==> src/rtl/onn_seq_ctrl_if.sv <==
// Host/array-facing signal bundle of the ONN sequencing controller.
// The master side issues load/abort/done_ack and supplies the per-oscillator
// change flags. The slave side is the controller, which returns the array
// strobes and the run status.
interface onn_seq_ctrl_if #(
    parameter int N_OSC    = 15,
    parameter int MAX_ITER = 32
) ();
    logic                          load;
    logic                          abort;
    logic                          done_ack;
    logic [N_OSC-1:0]              state_changed;

    logic                          full_tick;
    logic                          drop;
    logic                          osc_rst;
    logic                          state_check;
    logic                          phi_to_no;
    logic                          busy;
    logic                          timeout;
    logic [$clog2(MAX_ITER+1)-1:0] iter_count;
    logic [$clog2(N_OSC+1)-1:0]    changed_count;

    modport master (
        output load, abort, done_ack, state_changed,
        input  full_tick, drop, osc_rst, state_check, phi_to_no, busy,
               timeout, iter_count, changed_count
    );

    modport slave (
        input  load, abort, done_ack, state_changed,
        output full_tick, drop, osc_rst, state_check, phi_to_no, busy,
               timeout, iter_count, changed_count
    );
endinterface

==> src/rtl/onn_seq_ctrl.sv <==
// Sequencing controller for the ONN oscillator array.
// Flow: weight-load window, phase-latch drop, then repeated
// release/settle/check iterations until the array has shown no phase change
// for STABLE_ITERS consecutive checks, or MAX_ITER iterations have run.
// Every output is a registered decode of the state being entered, so each
// strobe is high in exactly the cycles the FSM occupies its state.
module onn_seq_ctrl #(
    parameter int N_OSC         = 15,
    parameter int LOAD_CYCLES   = 60,
    parameter int SETTLE_CYCLES = 17,
    parameter int MAX_ITER      = 32,
    parameter int STABLE_ITERS  = 2
) (
    input  logic           sclk,
    input  logic           re_n,
    onn_seq_ctrl_if.slave  bus
);

    localparam int IW      = $clog2(MAX_ITER + 1);
    localparam int CW      = $clog2(N_OSC + 1);
    localparam int SW      = $clog2(STABLE_ITERS + 1);
    localparam int CYC_MAX = (LOAD_CYCLES > SETTLE_CYCLES) ? LOAD_CYCLES : SETTLE_CYCLES;
    localparam int YW      = (CYC_MAX > 1) ? $clog2(CYC_MAX) : 1;

    localparam logic [YW-1:0] LOAD_LAST   = YW'(LOAD_CYCLES - 1);
    localparam logic [YW-1:0] SETTLE_LAST = YW'(SETTLE_CYCLES - 1);
    localparam logic [IW-1:0] ITER_LIMIT  = IW'(MAX_ITER);
    localparam logic [SW-1:0] STABLE_GOAL = SW'(STABLE_ITERS);

    // Reject parameter sets the counters cannot represent.
    generate
        if (N_OSC < 1 || N_OSC > 64) begin : g_bad_nosc
            $error("onn_seq_ctrl: N_OSC must be 1..64");
        end
        if (LOAD_CYCLES < 1 || SETTLE_CYCLES < 1 || MAX_ITER < 1) begin : g_bad_len
            $error("onn_seq_ctrl: LOAD_CYCLES, SETTLE_CYCLES and MAX_ITER must be >= 1");
        end
        if (STABLE_ITERS < 1 || STABLE_ITERS > MAX_ITER) begin : g_bad_stable
            $error("onn_seq_ctrl: STABLE_ITERS must be 1..MAX_ITER");
        end
    endgenerate

    typedef enum logic [2:0] {
        S_IDLE,
        S_LOAD,
        S_INIT,
        S_RUN,
        S_SETTLE,
        S_CHECK,
        S_DONE
    } state_t;

    state_t         state;
    state_t         nxt_state;
    logic [YW-1:0]  cyc_cnt;
    logic [SW-1:0]  stable_cnt;
    logic [SW-1:0]  stable_nxt;
    logic [CW-1:0]  pop_now;
    logic           any_change;
    logic           converged;
    logic           at_limit;
    logic           abort_hit;

    // Number of oscillators whose phase moved during the last settle window.
    function automatic logic [CW-1:0] popcount(input logic [N_OSC-1:0] v);
        logic [CW-1:0] acc;
        acc = '0;
        for (int i = 0; i < N_OSC; i++) begin
            acc = acc + CW'(v[i]);
        end
        return acc;
    endfunction

    // Consecutive-quiet-check counter: any change restarts it, otherwise it
    // climbs and parks at the goal so it can never wrap.
    function automatic logic [SW-1:0] stable_step(input logic [SW-1:0] cnt,
                                                  input logic          changed);
        if (changed) begin
            return '0;
        end
        if (cnt == STABLE_GOAL) begin
            return cnt;
        end
        return cnt + SW'(1);
    endfunction

    // Next-state selection; abort overrides every other transition.
    always_comb begin
        any_change = |bus.state_changed;
        pop_now    = popcount(bus.state_changed);
        stable_nxt = stable_step(stable_cnt, any_change);
        converged  = (stable_nxt == STABLE_GOAL);
        at_limit   = (bus.iter_count == ITER_LIMIT);
        abort_hit  = bus.abort && (state != S_IDLE);
        nxt_state  = state;
        if (abort_hit) begin
            nxt_state = S_IDLE;
        end else begin
            unique case (state)
                S_IDLE:   if (bus.load) nxt_state = S_LOAD;
                S_LOAD:   if (cyc_cnt == LOAD_LAST) nxt_state = S_INIT;
                S_INIT:   nxt_state = S_RUN;
                S_RUN:    nxt_state = S_SETTLE;
                S_SETTLE: if (cyc_cnt == SETTLE_LAST) nxt_state = S_CHECK;
                S_CHECK:  nxt_state = (converged || at_limit) ? S_DONE : S_RUN;
                S_DONE:   if (bus.done_ack) nxt_state = S_IDLE;
                default:  nxt_state = S_IDLE;
            endcase
        end
    end

    // State register, window counter, run status and registered output decode.
    always_ff @(posedge sclk or negedge re_n) begin
        if (!re_n) begin
            state             <= S_IDLE;
            cyc_cnt           <= '0;
            stable_cnt        <= '0;
            bus.iter_count    <= '0;
            bus.changed_count <= '0;
            bus.timeout       <= 1'b0;
            bus.full_tick     <= 1'b0;
            bus.drop          <= 1'b0;
            bus.osc_rst       <= 1'b0;
            bus.state_check   <= 1'b0;
            bus.phi_to_no     <= 1'b0;
            bus.busy          <= 1'b0;
        end else begin
            state <= nxt_state;

            // The window counter restarts on every state change and only
            // advances while dwelling in LOAD or SETTLE.
            if ((nxt_state == state) && (state == S_LOAD || state == S_SETTLE)) begin
                cyc_cnt <= cyc_cnt + YW'(1);
            end else begin
                cyc_cnt <= '0;
            end

            if (nxt_state == S_INIT) begin
                bus.iter_count <= '0;
                stable_cnt     <= '0;
            end else if (nxt_state == S_RUN) begin
                bus.iter_count <= bus.iter_count + IW'(1);
            end

            if (state == S_CHECK && !abort_hit) begin
                stable_cnt        <= stable_nxt;
                bus.changed_count <= pop_now;
            end

            // Convergence takes precedence when it coincides with the limit.
            if (abort_hit || nxt_state == S_INIT) begin
                bus.timeout <= 1'b0;
            end else if (state == S_CHECK && nxt_state == S_DONE) begin
                bus.timeout <= !converged;
            end

            bus.full_tick   <= (nxt_state == S_LOAD);
            bus.drop        <= (nxt_state == S_INIT);
            bus.osc_rst     <= (nxt_state == S_RUN);
            bus.state_check <= (nxt_state == S_CHECK);
            bus.phi_to_no   <= (nxt_state == S_DONE);
            bus.busy        <= (nxt_state != S_IDLE) && (nxt_state != S_DONE);
        end
    end

endmodule

==> src/flat_wrapper.sv <==
// flat-port wrapper written by rule: the top's interface ports become plain ports
module onn_seq_ctrl_flat 
#(
    parameter int N_OSC         = 15,
    parameter int LOAD_CYCLES   = 60,
    parameter int SETTLE_CYCLES = 17,
    parameter int MAX_ITER      = 32,
    parameter int STABLE_ITERS  = 2
)
  (sclk, re_n, bus_load, bus_abort, bus_done_ack, bus_state_changed, bus_full_tick, bus_drop, bus_osc_rst, bus_state_check, bus_phi_to_no, bus_busy, bus_timeout, bus_iter_count, bus_changed_count);
  onn_seq_ctrl_if #(.N_OSC(N_OSC), .MAX_ITER(MAX_ITER)) bus_i ();
  input  logic sclk;
  input  logic re_n;
  input wire logic [$bits(bus_i.load)-1:0] bus_load;
  input wire logic [$bits(bus_i.abort)-1:0] bus_abort;
  input wire logic [$bits(bus_i.done_ack)-1:0] bus_done_ack;
  input wire logic [$bits(bus_i.state_changed)-1:0] bus_state_changed;
  output wire logic [$bits(bus_i.full_tick)-1:0] bus_full_tick;
  output wire logic [$bits(bus_i.drop)-1:0] bus_drop;
  output wire logic [$bits(bus_i.osc_rst)-1:0] bus_osc_rst;
  output wire logic [$bits(bus_i.state_check)-1:0] bus_state_check;
  output wire logic [$bits(bus_i.phi_to_no)-1:0] bus_phi_to_no;
  output wire logic [$bits(bus_i.busy)-1:0] bus_busy;
  output wire logic [$bits(bus_i.timeout)-1:0] bus_timeout;
  output wire logic [$bits(bus_i.iter_count)-1:0] bus_iter_count;
  output wire logic [$bits(bus_i.changed_count)-1:0] bus_changed_count;
  assign bus_i.load = bus_load;
  assign bus_i.abort = bus_abort;
  assign bus_i.done_ack = bus_done_ack;
  assign bus_i.state_changed = bus_state_changed;
  assign bus_full_tick = bus_i.full_tick;
  assign bus_drop = bus_i.drop;
  assign bus_osc_rst = bus_i.osc_rst;
  assign bus_state_check = bus_i.state_check;
  assign bus_phi_to_no = bus_i.phi_to_no;
  assign bus_busy = bus_i.busy;
  assign bus_timeout = bus_i.timeout;
  assign bus_iter_count = bus_i.iter_count;
  assign bus_changed_count = bus_i.changed_count;
  onn_seq_ctrl #(.N_OSC(N_OSC), .LOAD_CYCLES(LOAD_CYCLES), .SETTLE_CYCLES(SETTLE_CYCLES), .MAX_ITER(MAX_ITER), .STABLE_ITERS(STABLE_ITERS)) u_core (.sclk(sclk), .re_n(re_n), .bus(bus_i));
endmodule
==> config.mk <==
export PLATFORM = sky130hd
export DESIGN_NAME = onn_seq_ctrl_flat
export DESIGN_NICKNAME = d
export VERILOG_FILES = /design/src/rtl/onn_seq_ctrl_if.sv /design/src/rtl/onn_seq_ctrl.sv /design/src/flat_wrapper.sv
export SDC_FILE = /design/constraint.sdc
export NUM_CORES = 1
export LEC_CHECK = 0
export CELL_PAD_IN_SITES_DETAIL_PLACEMENT = 1
export CELL_PAD_IN_SITES_GLOBAL_PLACEMENT = 1
export CORE_UTILIZATION = 35
export CTS_BUF_LIST = sky130_fd_sc_hd__clkbuf_2
export CTS_CLUSTER_DIAMETER = 40
export DETAILED_ROUTE_END_ITERATION = 7
export MAX_ROUTING_LAYER = met4
export PLACE_DENSITY_LB_ADDON = 0.2
export SLEW_MARGIN = 20
export SYNTH_ARGS = -nofsm -noshare
export SYNTH_HDL_FRONTEND = slang
export SYNTH_SLANG_ARGS = --single-unit
==> constraint.sdc <==
create_clock -name sclk -period 2.2 [get_ports sclk]
set_input_delay 0.44 -clock sclk [delete_from_list [all_inputs] [get_ports sclk]]
set_output_delay 0.44 -clock sclk [all_outputs]
set_load 0.02 [all_outputs]
==> summary.txt, run 1 <==
Routing
  • Wire length per cell: 13.1 um
  • Via density per instance: 4.92
  • First-pass detailed-route iteration total: 4
  • DRC violations left: 0
  • Iter 0 DRT Violations: 44
  • Antenna-violating nets left: 0
  • Drt total wl: about 4300 um
  • Total via count after detailed routing: 1634

Placement
  • Estimated wirelength of the detail-placed design: approximately 3600 um
  • Final Wtd Congestion: ~0.75
  • Placement-stage worst setup slack: -2.18 ns
  • Number of port buffers: 36

Power and ir drop
  • Proportion of power drawn by combinational gates: 0.637
  • Power share of the sequential group: 0.292
  • Leakage power: about 1.2 nW
  • NetSw: 0.00120 W
  • Power Dens Cells: between 1000 and 1500 mW/mm2
  • Power consumption: ~0.0028 W
  • Switching share of power: 0.434
  • Worst vdd rail ir drop: 0.427 mV
  • Internal Dissipation: 0.00157 W
  • Clock power frac: 0.071

Timing
  • Hold Vio Cnt, Final: 0
  • Slew headroom: 0.708
  • Crit path setup slack, layout: -1.11 ns
  • Setup clock skew after layout: 0.0201 ns
  • Share of the clock period used by the worst path: 1.50
  • Max-slew violation total from the final report: 0
  • Final critical-path required period: 3.31 ns
  • Setup Viol. Count Final: 4
  • Max Clk Rate: 302 MHz
  • Setup repair after global routing missed its margin: true
  • Transition time at the pin with the least slew margin: 0.439 ns

Synth
  • #FFs+latches synth: 28
  • Dominant combinational cell family by area after synthesis: simple AND/OR/NAND/NOR gates
  • Seq/Total Area, Yosys: 0.360
  • Instance count of the mapped netlist: 201
  • Yosys warning total: 0
  • Number of distinct library cells after synthesis: 52
  • Synth Area in Adders: 0.170
  • Post-synthesis compound-gate area fraction: 0.161
  • Area share of and/or/nand/nor cells after synthesis: 0.180
  • Prevailing post-synth register cell: sky130_fd_sc_hd__dfrtp_1
  • Count of flip-flops with a built-in enable after synthesis: 0
  • Xor and xnor area share after synthesis: 0.0315
  • Post-synth net total: 242
  • Async set-or-reset flop fraction in the synthesized netlist: 1.00
  • Mapped Avg Cell Area: between 9 and 10 um2
  • Cell area after technology mapping: 0.00195 mm2
  • Mux contribution to synthesized area: 0.00578

Final layout
  • Fraction of final layout cells with drive strength greater than 1: 0.237
  • Top library cells by usage in the layout, fill and taps aside: sky130_fd_sc_hd__inv_1, sky130_fd_sc_hd__clkdlybuf4s50_1, sky130_fd_sc_hd__dfrtp_1
  • Post-layout utilization of the core: 0.504
  • Commonest non-fill, non-tap cell in the layout: sky130_fd_sc_hd__inv_1
  • Final Net Count: 304
  • P&R area growth vs syn: 35.7%
  • Antenna cell count: 0

Clocking
  • Clock latency on the worst-skew pair: 0.38 ns
  • Root Buffer Master: sky130_fd_sc_hd__clkbuf_2
  • Bufs on Longest Clock Path: 2
  • Clock tree from TritonCTS: done
  • H-tree Lvls: 1
  • Number of buffers created by CTS: 3
  • CTS clk-pin slew, worst paths: ~0.28 ns
  • CTS sink count: 28
  • Total of hold buffers inserted after clock tree synthesis: 0

Global routing
  • Maximum number of pins on one net before global-route repair: 29
  • Vias in the first global route: 1704
  • GRT Overall Usage: 0.166
  • Total global routing overflow: 0
  • Antenna violations before repair: 0
  • Global-route wire length before repair: 7600 um

Setup path
  • Required time at the endpoint of the critical path: 2.49 ns
  • Worst Path Class, Setup: input port to flop
  • Critical path endpoint category: flop
  • Kind of start point of the critical path: input port
  • Biggest fanout along the worst timing path: 2
  • Slowest CP cell: sky130_fd_sc_hd__fa_2
  • Data arrival, critical path: around 3.6 ns
  • Kind of cell adding the most delay to the critical path: adder cells
  • Cell breakdown of the critical path: buf_8, inv_8, ha_4, inv_2, fa_1, inv_1, fa_2, fa_1, inv_1, fa_1, inv_2, ha_4, inv_2, fa_2, o21ai_2
  • CP Buf/Inv Count: 7
  • Largest stage delay, worst path: 0.52 ns

Die
  • Core Area: 0.00524 mm2
  • Die X-Extent: 76.6 um
  • Initial core utilization: 0.372
  • FP Rows: 26
  • Die ar.: about 0.006 mm2
  • Height of the chip: between 70 and 80 um
  • I/O pin total: 37

Job
  • Total of max-cap violations: 0

Worst hold path
  • Min-delay worst type: input port to asynchronous set/reset pin

Status
  • Violations in the final reports: setup timing
  • Outcome: complete, but fails checks
==> kinds of logic after synthesis <==
group           Yosys count
xor+xnor                  7
compound gates           41
mux                       1
fa+ha+maj                21
buf+inv                  44
simple gates             59
flops                    28
==> flip-flops by register name (all words and copies together) (netlist names) <==
register	count
u_core.bus.iter_count	6
u_core.cyc_cnt	6
u_core.bus.changed_count	4
u_core.state	3
u_core.stable_cnt	2
u_core.bus.busy	1
u_core.bus.drop	1
u_core.bus.full_tick	1
u_core.bus.osc_rst	1
u_core.bus.phi_to_no	1
u_core.bus.state_check	1
u_core.bus.timeout	1
==> cell usage after synthesis (3+ instances only) <==
cell type,count,share of area
sky130_fd_sc_hd__nand2b_1,4,0.013
sky130_fd_sc_hd__o21ai_0,8,0.021
sky130_fd_sc_hd__nor2_1,8,0.015
sky130_fd_sc_hd__nand3_1,6,0.015
sky130_fd_sc_hd__buf_2,3,0.0077
sky130_fd_sc_hd__ha_1,12,0.077
sky130_fd_sc_hd__o211a_1,3,0.015
sky130_fd_sc_hd__xnor2_1,3,0.013
sky130_fd_sc_hd__nor2_2,6,0.019
sky130_fd_sc_hd__o22ai_1,3,0.0096
sky130_fd_sc_hd__xor2_1,4,0.018
sky130_fd_sc_hd__nand4_1,3,0.0096
sky130_fd_sc_hd__fa_1,9,0.093
sky130_fd_sc_hd__dfrtp_1,28,0.36
sky130_fd_sc_hd__nor4_1,3,0.0096
sky130_fd_sc_hd__nand2_1,12,0.023
sky130_fd_sc_hd__inv_1,38,0.073
sky130_fd_sc_hd__a21oi_1,5,0.013
==> worst paths after layout <==
kind | from | to | slack (ns) | cells after the start
max in group asynchronous | re_n | u_core.stable_cnt[1] | 1.52 | 2
min in group sclk | u_core.cyc_cnt[0] | u_core.cyc_cnt[0] | 0.51 | 1
setup reg to reg | u_core.stable_cnt[0] | u_core.bus.iter_count[4] | 0.10 | 7
hold / removal | re_n | u_core.state[2] | 0.39 | 2
hold reg to reg | u_core.cyc_cnt[0] | u_core.cyc_cnt[0] | 0.51 | 1
setup / recovery | bus_state_changed[1] | u_core.bus.changed_count[1] | -1.11 | 15
==> per-layer routing <==
layer	vias up	global-route usage	share of wire
met5	-	-	0
met2	23	0.282	0.51
met1	807	0.208	0.46
li1	802	-	-
met4	0	0.0577	0.0083
met3	2	0.0132	0.018
==> power by group through the flow <==
stage,Clock [W],Combinational [W],Sequential (W)
global route,0.000226,0.00195,0.000834
detailed placement,0,0.00173,0.000819
global placement,0,0.00169,0.000814
CTS,0.000208,0.00178,0.000805
floorplan,0,0.000962,0.000886
finish,0.000197,0.00176,0.000808
==> per-stage QoR <==
stage / std cells / instance area (um2) / hold WS [ns] / TNS [ns]
final: 332 / 2640 / 0.393 / -4.14
after global routing: 332 / 2640 / 0.400 / -4.51
after CTS: 331 / 2620 / 0.382 / -4.26
after detailed placement: 327 / 2580 / 0.480 / -12.60
after global placement: 327 / 2580 / 0.472 / -12.21
after floorplan: 201 / 1980 / 0.144 / -5.40
==> area by class of cell <==
class	count	area, um2
clock buffers	3	15.0
clock inverters	1	3.75
fillers	614	2600
inverters	39	159
multi-input cells	129	1110
flip-flops and latches	28	702
well taps	70	87.6
repair buffers	62	559
==> repair_timing <==
item	in CTS	in global routing
setup endpoints to repair	4	12
setup buffers	0	1
pin swaps	11	8
resized for setup	23	6
Note: power is estimated with default switching activity, not from simulation.
==> run 2, diff against run 1 <==
Clock period 2.2 ns to 3.87 ns, I/O delays scaled along.
==> run 2 against run 1 <==
Compared with the run above: largest cell class unchanged; highest routed layer unchanged; critical endpoint unchanged; core utilization is 2.9 points lower; via count is 5.0% lower; the flow now finishes without violations; clock power is 6% lower; sequential power is 42% lower; count of clock-buffer cells in the layout stayed put; power is 45% lower; final area is 5.7% lower; setup slack better by 1.3 ns; largest power group unchanged; first-iteration DRC count is 86% higher.
==> summary.txt, run 2 (synthesized netlist as in run 1, its figures left out) <==
Power and ir drop
  • Proportion of power drawn by combinational gates: 0.565
  • Leakage power: 1.17 nW
  • Internal Dissipation: between 0.0008 and 0.0009 W
  • Clock power frac: 0.123
  • Switching share of power: 0.433
  • Worst vdd rail ir drop: 0.248 mV
  • NetSw: roughly 0.00065 W
  • Power share of the sequential group: 0.312
  • Power Dens Cells: 606 mW/mm2

Clocking
  • CTS sink count: 28
  • Clock latency on the worst-skew pair: 0.38 ns
  • CTS clk-pin slew, worst paths: 0.29 ns
  • Clock tree from TritonCTS: done
  • Root Buffer Master: sky130_fd_sc_hd__clkbuf_2
  • Total setup buffers inserted after CTS: 0
  • Number of buffers created by CTS: 3
  • H-tree Lvls: 1
  • Bufs on Longest Clock Path: 2
  • Total of hold buffers inserted after clock tree synthesis: 0

Timing
  • Share of the clock period used by the worst path: 0.961
  • Setup clock skew after layout: 0.00268 ns
  • Final critical-path required period: 3.72 ns
  • Aggregate negative setup slack: 0 ns
  • Transition time at the pin with the least slew margin: 0.527 ns
  • Hold Vio Cnt, Final: 0
  • Setup repair after global routing missed its margin: false
  • Setup Viol. Count Final: 0
  • Slew headroom: 0.649
  • Max Clk Rate: between 200 and 300 MHz
  • Crit path setup slack, layout: 0.150 ns
  • Max-slew violation total from the final report: 0

Routing
  • Total via count after detailed routing: between 1500 and 2000
  • Iter 0 DRT Violations: 82
  • DRC violations left: 0
  • Antenna-violating nets left: 0
  • Drt total wl: between 4000 and 5000 um
  • Via density per instance: 4.97
  • First-pass detailed-route iteration total: 4
  • Wire length per cell: 13.5 um

Setup path
  • Worst reg2reg startpoint: u_core.state[1]
  • Data arrival, critical path: approximately 4.0 ns
  • Cell depth of the worst flop-to-flop path: 5
  • Kind of start point of the critical path: input port
  • Worst Path Class, Setup: input port to flop
  • Critical path endpoint category: flop
  • Reg-to-reg slack, setup: about 1.6 ns
  • Endpoint of the worst register-to-register path: u_core.bus.iter_count[5]
  • Biggest fanout along the worst timing path: 2
  • Required time at the endpoint of the critical path: 4.18 ns

Worst hold path
  • Hold Startpoint: u_core.cyc_cnt[0]
  • Depth of the worst hold-timing path: 1
  • Min-delay worst type: flop to flop
  • Worst Hold End: u_core.cyc_cnt[0]

Placement
  • Estimated wirelength of the detail-placed design: 3370 um
  • Number of port buffers: 36
  • Placement-stage worst setup slack: -0.839 ns
  • Final Wtd Congestion: ~0.75

Global routing
  • Vias in the first global route: 1651
  • Global-route wire length before repair: between 7000 and 8000 um
  • Maximum number of pins on one net before global-route repair: 29
  • Met3 Track Usage GR: 0.0168
  • Total global routing overflow: 0
  • Antenna violations before repair: 0
  • Grt peak-use layer: met2
  • Met2 routing resource usage after global routing: 0.274
  • GRT Overall Usage: 0.168
  • Met1 track demand over resource in global routing: 0.225

Job
  • Total of max-cap violations: 0

Die
  • Initial core utilization: 0.372
  • FP Rows: 26
  • Die X-Extent: 76.6 um
  • Core Area: 0.00524 mm2
  • Die ar.: 0.00586 mm2
  • I/O pin total: 37
  • Height of the chip: 76.6 um

Final layout
  • Filler cell count: 617
  • P&R area growth vs syn: 28.0%
  • Commonest non-fill, non-tap cell in the layout: sky130_fd_sc_hd__inv_1
  • Top library cells by usage in the layout, fill and taps aside: sky130_fd_sc_hd__inv_1, sky130_fd_sc_hd__clkdlybuf4s50_1, sky130_fd_sc_hd__dfrtp_1
  • Fraction of final layout cells with drive strength greater than 1: 0.153
  • Largest registers: u_core.bus.iter_count x6, u_core.cyc_cnt x6, u_core.bus.changed_count x4
  • Register Area: 701 um2
  • Antenna cell count: 0
  • Area of the multi-input gates: 0.00109 mm2
  • Final Net Count: 284

Status
  • Outcome: complete, no violations
run 2: changes by cell type in the layout (fill, tap and decap cells not counted), moves of 2 or more:
cell                              change
sky130_fd_sc_hd__buf_6                +2
sky130_fd_sc_hd__dlygate4sd2_1        -4
sky130_fd_sc_hd__clkdlybuf4s50_1      +2
sky130_fd_sc_hd__buf_4               -20
sky130_fd_sc_hd__dlymetal6s2s_1       +2
sky130_fd_sc_hd__buf_8                -2
run 2: metal layers:
| layer | routed length [um] | part of all wire |
|---|---|---|
| met5 | 0 | 0 |
| met4 | 40 | 0.0095 |
| met3 | 121 | 0.029 |
| met2 | 2030 | 0.48 |
| met1 | 2020 | 0.48 |
run 2: power groups by stage:
stage	Clock, W	Sequential (W)	Combinational [W]
after floorplan	0	0.000503	0.000547
after global placement	0	0.000476	0.000847
after detailed placement	0	0.000480	0.000868
after CTS	0.000186	0.000473	0.000870
after global routing	0.000199	0.000492	0.000960
final	0.000185	0.000471	0.000854
run 2: worst max-delay path by stage:
stage	startpoint	to	slack [ns]
2_1_floorplan	bus_state_changed[1]	u_core.bus.changed_count[1]	-0.08
3_3_place_gp	bus_state_changed[1]	u_core.bus.changed_count[1]	-0.77
3_5_place_dp	bus_state_changed[1]	u_core.bus.changed_count[1]	-0.84
4_1_cts	bus_state_changed[0]	u_core.bus.changed_count[2]	0.0006
5_1_grt	bus_state_changed[8]	u_core.bus.changed_count[2]	0.002
6_report	bus_state_changed[8]	u_core.bus.changed_count[1]	0.15
run 2: stage by stage:
step	std cells	util	power, W	hold WS, ns	cell area [um2]
6_report	312	0.476	0.00151	0.517	2490
5_1_grt	312	0.476	0.00165	0.562	2490
4_1_cts	312	0.474	0.00153	0.527	2480
3_5_place_dp	308	0.466	0.00135	0.485	2440
3_3_place_gp	308	0.466	0.00132	0.474	2440
2_1_floorplan	201	-	0.00105	0.462	1980
run 2: timing repair:
action | 4_1_cts | 5_1_grt
endpoints found under the setup margin | 4 | 3
pin swaps | 2 | 3
cloned | 0 | 0
gates resized for setup | 6 | 10
run 2: critical path: stages:
cell and delay, ns:
sky130_fd_sc_hd__clkdlybuf4s50_1 0.51, sky130_fd_sc_hd__fa_1 0.44, sky130_fd_sc_hd__fa_1 0.46, sky130_fd_sc_hd__fa_1 0.52
sky130_fd_sc_hd__inv_1 0.05, sky130_fd_sc_hd__fa_1 0.42, sky130_fd_sc_hd__inv_1 0.07, sky130_fd_sc_hd__ha_2 0.18
sky130_fd_sc_hd__inv_2 0.04, sky130_fd_sc_hd__fa_2 0.51, sky130_fd_sc_hd__o21ai_1 0.06
run 2: final cells by class:
cell class	count	share of cell area
clock buffers	3	0.00603
inverters	39	0.0638
clock inverters	1	0.0121
well taps	70	0.0352
flip-flops and latches	28	0.281
multi-input cells	129	0.436
repair buffers	42	0.165
